<file path="config.mk">
export PLATFORM = sky130hd
export DESIGN_NAME = uart_frame_parser
export DESIGN_NICKNAME = d
export VERILOG_FILES = /design/src/rtl/uart_pkg.sv /design/src/rtl/uart_frame_buf.sv /design/src/rtl/uart_frame_parser.sv
export SDC_FILE = /design/constraint.sdc
export NUM_CORES = 1
export LEC_CHECK = 0
export CAP_MARGIN = 20
export CORE_MARGIN = 5
export CORE_UTILIZATION = 40
export CTS_CLUSTER_DIAMETER = 60
export CTS_CLUSTER_SIZE = 8
export DETAILED_ROUTE_END_ITERATION = 12
export PLACE_DENSITY = 0.58
export SYNTH_ARGS = -nofsm -noshare
export SYNTH_HDL_FRONTEND = slang
export SYNTH_SLANG_ARGS = --single-unit
</file>
<file path="constraint.sdc">
create_clock -name clk -period 2.7 [get_ports clk]
set_clock_uncertainty 0.05 [all_clocks]
set_input_delay 0.54 -clock clk [delete_from_list [all_inputs] [get_ports clk]]
set_output_delay 0.54 -clock clk [all_outputs]
set_load 0.03 [all_outputs]
</file>
<file path="src/rtl/uart_pkg.sv">
// Shared constants and types for the UART frame parser:
// SYNC byte, FSM state encoding and err_code values.
package uart_pkg;

    localparam logic [7:0] SYNC_BYTE   = 8'hAA;

    localparam logic [1:0] ERR_NONE    = 2'd0;
    localparam logic [1:0] ERR_LEN     = 2'd1;
    localparam logic [1:0] ERR_CSUM    = 2'd2;
    localparam logic [1:0] ERR_TIMEOUT = 2'd3;

    typedef enum logic [2:0] {
        ST_IDLE,
        ST_LEN,
        ST_PAYLOAD,
        ST_CSUM,
        ST_DRAIN
    } state_t;

endpackage

</file>
<file path="src/rtl/uart_frame_buf.sv">
// Payload store: MAX_LEN x 8 register array, one synchronous write port,
// one combinational read port. Data is deliberately not reset.
module uart_frame_buf #(
    parameter int MAX_LEN = 16,
    parameter int AW      = (MAX_LEN > 1) ? $clog2(MAX_LEN) : 1
) (
    input  logic          clk,
    input  logic          wr_en,
    input  logic [AW-1:0] wr_addr,
    input  logic [7:0]    wr_data,
    input  logic [AW-1:0] rd_addr,
    output logic [7:0]    rd_data
);

    logic [7:0] mem [MAX_LEN];

    // Capture one payload byte per accepted rx byte
    always_ff @(posedge clk) begin
        if (wr_en)
            mem[wr_addr] <= wr_data;
    end

    assign rd_data = mem[rd_addr];

endmodule

</file>
<file path="src/rtl/uart_frame_parser.sv">
// UART frame parser: SYNC(AA), LEN, LEN payload bytes [, CSUM].
// Verified payloads are replayed on a valid/ready byte stream.
// Optional checksum stage is compiled in with `define UART_FRAME_CSUM_EN.
module uart_frame_parser
    import uart_pkg::*;
#(
    parameter int MAX_LEN      = 16,
    parameter int TIMEOUT_CLKS = 5000
) (
    input  logic       clk,
    input  logic       rst_n,
    input  logic       rx_finish,
    input  logic [7:0] rx_data,
    output logic       out_valid,
    output logic [7:0] out_data,
    output logic       out_last,
    input  logic       out_ready,
    output logic       frame_err,
    output logic [1:0] err_code,
    output logic       overrun
);

    localparam int AW = (MAX_LEN > 1) ? $clog2(MAX_LEN) : 1;
    localparam int CW = $clog2(TIMEOUT_CLKS + 1);
    localparam logic [7:0]    MAX_LEN_B = 8'(MAX_LEN);
    localparam logic [CW-1:0] TIMEOUT_C = CW'(TIMEOUT_CLKS);

    state_t        state;
    logic [7:0]    len;
    logic [7:0]    idx;
    logic [CW-1:0] idle_cnt;
`ifdef UART_FRAME_CSUM_EN
    logic [7:0]    csum;
`endif

    logic          in_frame;
    logic          timeout_hit;
    logic          buf_we;
    logic [AW-1:0] buf_waddr;
    logic [AW-1:0] buf_raddr;
    logic [7:0]    buf_rdata;

    assign in_frame    = (state == ST_LEN) || (state == ST_PAYLOAD) || (state == ST_CSUM);
    assign timeout_hit = in_frame && (idle_cnt == TIMEOUT_C);

    // Same index drives both ports: writes in PAYLOAD, reads in DRAIN.
    // While a byte is already presented, read ahead so the next byte is
    // ready the cycle the current one is accepted.
    assign buf_we    = (state == ST_PAYLOAD) && rx_finish && !timeout_hit;
    assign buf_waddr = idx[AW-1:0];
    assign buf_raddr = out_valid ? buf_waddr + AW'(1) : buf_waddr;

    uart_frame_buf #(
        .MAX_LEN (MAX_LEN),
        .AW      (AW)
    ) u_buf (
        .clk     (clk),
        .wr_en   (buf_we),
        .wr_addr (buf_waddr),
        .wr_data (rx_data),
        .rd_addr (buf_raddr),
        .rd_data (buf_rdata)
    );

    // Inter-byte idle counter, only live while a frame is being received
    always_ff @(posedge clk or negedge rst_n) begin
        if (!rst_n)
            idle_cnt <= '0;
        else if (!in_frame || timeout_hit || rx_finish)
            idle_cnt <= '0;
        else
            idle_cnt <= idle_cnt + CW'(1);
    end

    // Frame FSM with registered outputs; timeout takes priority over any byte
    always_ff @(posedge clk or negedge rst_n) begin
        if (!rst_n) begin
            state     <= ST_IDLE;
            len       <= '0;
            idx       <= '0;
            out_valid <= 1'b0;
            out_data  <= '0;
            out_last  <= 1'b0;
            frame_err <= 1'b0;
            err_code  <= ERR_NONE;
            overrun   <= 1'b0;
`ifdef UART_FRAME_CSUM_EN
            csum      <= '0;
`endif
        end else begin
            frame_err <= 1'b0;
            overrun   <= 1'b0;
            if (timeout_hit) begin
                frame_err <= 1'b1;
                err_code  <= ERR_TIMEOUT;
                state     <= ST_IDLE;
            end else begin
                case (state)
                    ST_IDLE: begin
                        if (rx_finish && rx_data == SYNC_BYTE)
                            state <= ST_LEN;
                    end
                    ST_LEN: begin
                        if (rx_finish) begin
                            if (rx_data == 8'd0 || rx_data > MAX_LEN_B) begin
                                frame_err <= 1'b1;
                                err_code  <= ERR_LEN;
                                state     <= ST_IDLE;
                            end else begin
                                len   <= rx_data;
                                idx   <= '0;
`ifdef UART_FRAME_CSUM_EN
                                csum  <= rx_data;
`endif
                                state <= ST_PAYLOAD;
                            end
                        end
                    end
                    ST_PAYLOAD: begin
                        // SYNC values here are ordinary data
                        if (rx_finish) begin
`ifdef UART_FRAME_CSUM_EN
                            csum <= csum ^ rx_data;
`endif
                            if (idx == len - 8'd1) begin
                                idx   <= '0;
`ifdef UART_FRAME_CSUM_EN
                                state <= ST_CSUM;
`else
                                state <= ST_DRAIN;
`endif
                            end else begin
                                idx <= idx + 8'd1;
                            end
                        end
                    end
                    ST_CSUM: begin
`ifdef UART_FRAME_CSUM_EN
                        if (rx_finish) begin
                            if (rx_data == csum) begin
                                state <= ST_DRAIN;
                            end else begin
                                frame_err <= 1'b1;
                                err_code  <= ERR_CSUM;
                                state     <= ST_IDLE;
                            end
                        end
`else
                        state <= ST_IDLE;
`endif
                    end
                    ST_DRAIN: begin
                        // Bytes arriving now cannot be stored; flag and drop
                        if (rx_finish)
                            overrun <= 1'b1;
                        if (!out_valid) begin
                            out_valid <= 1'b1;
                            out_data  <= buf_rdata;
                            out_last  <= (len == 8'd1);
                        end else if (out_ready) begin
                            if (out_last) begin
                                out_valid <= 1'b0;
                                out_last  <= 1'b0;
                                idx       <= '0;
                                state     <= ST_IDLE;
                            end else begin
                                idx      <= idx + 8'd1;
                                out_data <= buf_rdata;
                                out_last <= (idx + 8'd2 == len);
                            end
                        end
                    end
                    default: state <= ST_IDLE;
                endcase
            end
        end
    end

endmodule

</file>
# Yosys cells after proc, flatten, opt, wreduce, memory -nomap -nowiden
# Memory sizes are Yosys's and may differ from the RTL's.
# Index checks and enable logic that the tools add are counted.
dict set report op_classes {
  n_addsub 5
  magnitude_cmp 1
  eq_ne 23
  n_mux 42
  bitwise 2
  n_reduce_logical 24
}
# cell count
set ops {}
lappend ops {{2-to-1 mux 8 bit} 10}
lappend ops {{2-to-1 mux 3 bit} 8}
lappend ops {{case mux 8 bit (3 select lines)} 1}
lappend ops {{inequality test 3 bit (second input constant)} 6}
lappend ops {{== test 8 bit} 2}
lappend ops {{2-to-1 mux 1 bit} 15}
lappend ops {{AND reduction 7 bit} 2}
lappend ops {{adder 13 x 1 -> 13 bit (second input constant)} 1}
lappend ops {{== test 13 bit (second input constant)} 1}
lappend ops {{2-to-1 mux 13 bit} 1}
lappend ops {{inequality test 2 bit (second input constant)} 6}
lappend ops {{case mux 3 bit (4 select lines)} 1}
lappend ops {{2-to-1 mux 2 bit} 5}
lappend ops {{adder 8 x 1 -> 8 bit (second input constant)} 1}
lappend ops {{adder 8 x 2 -> 8 bit (second input constant)} 1}
lappend ops {{== test 8 x 1 -> 1 bit (second input constant)} 1}
lappend ops {{== test 8 bit (second input constant)} 1}
lappend ops {{greater-than comparator 8 x 5 -> 1 bit (second input constant)} 1}
lappend ops {{zero test 8 bit} 1}
lappend ops {{AND reduction 4 bit} 2}
lappend ops {{subtractor 8 x 1 -> 8 bit (second input constant)} 1}
lappend ops {{== test 3 x 2 -> 1 bit (second input constant)} 2}
lappend ops {{AND reduction 3 bit} 2}
lappend ops {{nonzero test 2 bit} 3}
lappend ops {{13 further kinds} 22}
dict set report totals {
  regBits 46
  ram_bits 128
  inputBits 12
  wordCells 108
  n_memories 1
}
# memory words width rd rd_clocked_by_memory_dff wr line_no
set memory_table {}
lappend memory_table {u_buf.mem 16 8 1 0 1 uart_frame_buf.sv:15} ;# logic [7:0] mem [MAX_LEN];

# Logic depth before layout (Yosys ltp)
# Gate-level depths: netlist of the first run.
dict set report logic_depth {
  ltp_word 8
  depth_mapped 9
}

# By module
# Synthesis of the first run repeated with hierarchy kept, for this count alone.
dict set report hier_totals {
  cells_unflattened 519
  hier_area_um2 7842.5
}
# mod n_inst cells_per_inst area_per_inst_um2
set modules_own_cells {}
lappend modules_own_cells {uart_frame_buf 1 221 4987.3}
lappend modules_own_cells {uart_frame_parser 1 298 2855.2}

# Least setup slack after synthesis of the first run
# OpenSTA, ideal clock, no wires.
dict set report synth_path {
  path_type {reg2reg}
  startpoint {register state[0]}
  endpoint {memory u_buf.mem[0][0], enable pin}
  setup_time_ps 383
  t_arrival_ps 2171
  t_required_ps 2267
  path_slack_ps 96
  stages_incl_launch_ff 7
  n_path_buf 2
  cell_sequence {dfrtp_1 > clkbuf_1 > or3b_2 > nor2b_1 > clkbuf_1 > nand3_1 > nor3_1}
}
dict set report synth_between {
  elab_chain_cells 8
  word_cells_on_any_way 11
  cone_classes {3 x eq/ne; 2 x mux; 6 x reduce/logical}
}
# element line_no
set synth_rtl {}
lappend synth_rtl {{from (decl)} uart_frame_parser.sv:28} ;# state_t state;
lappend synth_rtl {{from (signal assigned)} uart_frame_parser.sv:78} ;# state <= ST_IDLE;
lappend synth_rtl {{from (signal assigned)} uart_frame_parser.sv:96} ;# state <= ST_IDLE;
lappend synth_rtl {{from (signal assigned)} uart_frame_parser.sv:101} ;# state <= ST_LEN;
lappend synth_rtl {{== test 3 x 1 -> 1 bit / == test 3 x 2 -> 1 bit (equally long branches)} {uart_frame_parser.sv:43, uart_frame_parser.sv:49}}
lappend synth_rtl {{logical OR 1 bit (2 in series)} uart_frame_parser.sv:43} ;# assign in_frame = (state == ST_LEN) || (state == ST_PAYLOAD) || (state == ST_CSUM);
lappend synth_rtl {{logical AND 1 bit} uart_frame_parser.sv:44} ;# assign timeout_hit = in_frame && (idle_cnt == TIMEOUT_C);
lappend synth_rtl {{zero test 1 bit} uart_frame_parser.sv:49} ;# assign buf_we = (state == ST_PAYLOAD) && rx_finish && !timeout_hit;
lappend synth_rtl {{logical AND 1 bit *} uart_frame_parser.sv:49}
lappend synth_rtl {{2-to-1 mux 1 bit *} uart_frame_buf.sv:19} ;# if (wr_en)
lappend synth_rtl {{2-to-1 mux 1 bit (not written as such) *} uart_frame_buf.sv:20} ;# mem[wr_addr] <= wr_data;
lappend synth_rtl {{to (decl)} uart_frame_buf.sv:15}
# Every way passes the cells marked *; elsewhere a longest branch is shown, timed or not.

# Worst setup path in the final report of the first run
dict set report layout_path {
  startpoint {input port rx_data[4]}
  endpoint {register len[0]}
}
dict set report layout_between {
  elab_chain_cells 4
  word_cells_on_any_way 5
  cone_classes {1 x order compare; 1 x bitwise; 3 x reduce/logical}
}
# element line_no
set layout_rtl {}
lappend layout_rtl {{from (decl)} uart_frame_parser.sv:13} ;# input logic [7:0] rx_data,
lappend layout_rtl {{greater-than comparator 8 x 5 -> 1 bit / zero test 8 bit (equally long branches)} uart_frame_parser.sv:105} ;# if (rx_data == 8'd0 || rx_data > MAX_LEN_B) begin
lappend layout_rtl {{logical OR 1 bit *} uart_frame_parser.sv:105}
lappend layout_rtl {{NOT 1 bit (no line) *} -}
lappend layout_rtl {{AND reduction 4 bit (no line) *} -}
lappend layout_rtl {{to (signal assigned)} uart_frame_parser.sv:110} ;# len <= rx_data;
lappend layout_rtl {{to (decl)} uart_frame_parser.sv:29} ;# logic [7:0] len;
# Marked as above.
# A chain may end at the register's enable or synchronous reset.

==> impl_metrics.py, run 1 <==
metrics = {
    "drt": {
        "routed_wl_um": 16800,
        "vias": 4458,
        "avgRoutedWirePerCell_um": 20.4,
        "ant_nets": 0,
        "first_pass_iters": 5,
        "drc": 0,
        "avgViaCountPerCell": 5.42,
        "drtIter0Drc": 250,
    },
    "setup_path": {
        "critPathRequiredTime_ps": 2960,
        "start_kind": "input port",
        "reg2regPathDepth": 9,
        "reg2reg_slack_ps": 160,
        "critical_path_class": "input port to flip-flop",
        "r2r_end": "len[0]$_DFFE_PN0P_",
        "reg2reg_from": "len[1]$_DFFE_PN0P_",
        "worstPathCellList": "clkdlybuf4s50_1 > buf_4 > nor4bb_4 > buf_4 > nand4_1 > and3_1 > a31o_2 > a211oi_4 > buf_12 > mux2_4",
        "endpoint_kind": "flip-flop",
        "cpMostUsedCell": "buf_4",
        "arrival_ps": 2840,
        "cpPeakStageDelay_ps": 400,
        "slowest_stage": "clkdlybuf4s50_1",
        "path_max_fanout": 8,
        "crit_path_start": "rx_data[4]",
    },
    "power": {
        "power.internal_mw": 5.92,
        "fin_total_pwr_mw": 8.82,
        "p_comb_share_pct": 34.9,
        "seqPwrFrac_pct": 36.9,
        "p_leak_nw": 3.51,
        "clkPwrFrac_pct": 28.2,
        "p_switching_mw": 2.90,
        "cellPowerDensity_nw_per_um2": 955,
        "ir_drop_mv": 0.870,
        "swShare_pct": 32.9,
    },
    "cells_and_area": {
        "nets": 597,
        "final_cell_count_no_fill": 823,
        "drive_gt1_share_pct": 24.8,
        "final_util_pct": 49.2,
        "diodes": 0,
        "area_delta_synth_final_pct": 20.4,
        "final_cell_mix": "edfxtp_1, buf_4, dfrtp_1",
        "mostFrequentLayoutCell": "edfxtp_1",
    },
    "clock_network": {
        "clockBufferDepth": 2,
        "clk_pin_slew_worst_paths_ps": 70,
        "cts_setup_buffers": 0,
        "cts-buffers-inserted": 17,
        "cts-root-buf": "clkbuf_16",
        "cts_tree": "yes",
        "htreeDepth": 4,
        "clock_sinks": 174,
        "clk_latency_ps": 420,
    },
    "placed_design": {
        "place.gp.congestion": 0.859,
        "dp_hpwl_um": 11500,
        "portBuffers": 25,
        "placedCellCount": 791,
    },
    "floorplan": {
        "die_height_um": 148,
        "core.rowCount": 50,
        "die_x_um": 148,
        "ioPinCount": 26,
        "core-area_um2": 18800,
        "start_util_pct": 40.9,
        "die-area_um2": 22100,
    },
    "yosys": {
        "synth_edf_count": 128,
        "yosysTopAreaCellShare_pct": 50.1,
        "yosysSeqAreaShare_pct": 65.1,
        "synth-seq-cells": 174,
        "synthFlopType": "edfxtp_1",
        "synth_area_leaders": "edfxtp_1, dfrtp_1, mux4_2",
        "synth_area_per_cell_um2": 15.5,
        "async_flop_share_pct": 26.4,
        "synthCells": 495,
        "yosysWarnings": 0,
        "synth_nets": 516,
        "synth.largest_area_cell": "edfxtp_1",
        "yosysUniqueCellTypes": 57,
        "syn_area_um2": 7670,
    },
    "sta": {
        "rsz0062_at_grt": "no",
        "fmax_mhz": 388,
        "period_minus_slack_ps": 2580,
        "fin_crit_sh_pct": 95.5,
        "setup_viol": 0,
        "hold_ws_ps": 96.9,
        "worst_slew_pin_slew_ps": 683,
        "hold_viol_final": 0,
        "final_max_slew_viol_count": 0,
        "relSlewSlack_pct": 54.5,
    },
    "global_route": {
        "busiest_layer": "met2",
        "use_met3_pct": 3.23,
        "grtUsageMet1_pct": 21.7,
        "grt_max_degree": 33,
        "grt_pass1_vias": 4713,
        "use_met2_pct": 26.7,
        "grt_overflow": 0,
        "grt_pass1_wl_um": 26800,
        "antenna_found_initial": 0,
        "grtUsageTotal_pct": 16.0,
    },
    "min_path": {
        "hp-class": "input port to asynchronous set/reset pin",
    },
    "run_status": {
        "outcome": "finished, final reports clean",
    },
    "run": {
        "max_cap_violations": 0,
    },
}
-- worst max-delay path: cells and delay by family --
kind / cells / cell delay (ps)
mux: 1 / 300
buf+inv: 4 / 890
simple gates: 3 / 630
compound gates: 2 / 470
-- state kept, by name, indices dropped and copies added, names as in the netlist --
signal,count
idx,8
out_valid,1
err_code,2
u_buf.mem,128
state,3
overrun,1
out_last,1
idle_cnt,13
len,8
out_data,8
frame_err,1
-- power by group through the flow --
stage | clock [mW] | sequential, mW | combinational, mW
3_3_place_gp | 0 | 3.30 | 3.08
5_1_grt | 2.68 | 3.27 | 3.34
4_1_cts | 2.54 | 3.25 | 3.14
6_report | 2.49 | 3.25 | 3.08
3_5_place_dp | 0 | 3.31 | 3.12
2_1_floorplan | 0 | 3.36 | 2.13
-- stage by stage --
step / setup TNS, ps / setup slack (ps) / instance area (um^2)
after global routing: 0 / 21.6 / 9230
after global placement: -4540 / -561 / 8610
after detailed placement: -4680 / -575 / 8610
after CTS: 0 / 78.3 / 9230
after floorplan: 0 / 95.8 / 7670
final: 0 / 122 / 9230
-- Yosys cell counts, drive strengths merged (2+ instances only) --
library cell	count
edfxtp	128
and2b	3
nand4	6
mux2i	17
or2	2
o22a	2
o211ai	3
xor2	13
a31o	2
o221ai	3
nor4bb	2
o22ai	13
nor2b	2
nor2	40
o21ai	3
a211oi	2
nand3	15
nand3b	5
and3	8
ha	9
nand2b	3
a21oi	5
mux4	32
a31oi	7
buf	13
nor4	3
nor3	12
clkbuf	10
dfrtp	46
nand2	16
inv	15
a21o	11
mux2	6
nor4b	2
nor3b	3
xnor2	21
-- cells by family (layout without fill, tap and decap cells) --
family	after synthesis	in the layout	synth area share, %
flip-flops	174	174	65.1
AND/OR/NAND/NOR	127	127	8.82
AO/OA/AOI/OAI	58	58	5.59
multiplexers	55	55	12.7
buffers and inverters	38	132	2.30
XOR/XNOR	34	34	3.98
adder cells (fa/ha/maj)	9	9	1.47
-- layout make-up --
type / instances / area [um^2]
repair buffers: 85 / 732
clock buffers: 17 / 425
clock inverters: 15 / 189
multi-input cells: 283 / 2540
inverters: 15 / 56.3
flip-flops and latches: 174 / 4990
fillers: 1615 / 9530
well taps: 234 / 293
-- timing repair --
item / 4_1_cts / 5_1_grt
setup endpoints to repair: 8 / 5
resized for setup: 3 / 0
pin swaps: 0 / 2
hold buffers: 0 / 0
endpoints found under the hold margin: 0 / 0
-- worst max-delay path by stage --
stage / to / slack, ps / cells past startpoint
4_1_cts: len[0]$_DFFE_PN0P_ / 80 / 10
3_5_place_dp: len[4]$_DFFE_PN0P_ / -580 / 9
2_1_floorplan: u_buf.mem[0][0]$_DFFE_PP_ / 100 / 6
5_1_grt: u_buf.mem[1][4]$_DFFE_PP_ / 20 / 8
3_3_place_gp: len[1]$_DFFE_PN0P_ / -560 / 9
6_report: len[0]$_DFFE_PN0P_ / 120 / 10
-- metal layers --
metal / wire length (um) / share of wire, %
met4: 125 / 0.75
met3: 690 / 4.1
met1: 7490 / 45
met2: 8460 / 50
met5: 0 / 0
Power figures use the tool's default switching activity.
==> inputs of run 2 (changes only) <==
--- a/config.mk
+++ b/config.mk
@@ -5,13 +5,13 @@
 export SDC_FILE = /design/constraint.sdc
 export NUM_CORES = 1
 export LEC_CHECK = 0
-export CAP_MARGIN = 20
 export CORE_MARGIN = 5
 export CORE_UTILIZATION = 40
 export CTS_CLUSTER_DIAMETER = 60
 export CTS_CLUSTER_SIZE = 8
 export DETAILED_ROUTE_END_ITERATION = 12
 export PLACE_DENSITY = 0.58
+export SLEW_MARGIN = 25
 export SYNTH_ARGS = -nofsm -noshare
 export SYNTH_HDL_FRONTEND = slang
 export SYNTH_SLANG_ARGS = --single-unit
==> results of run 2 <==
No change in the layout: final DEF, timing and power equal those of run 1.
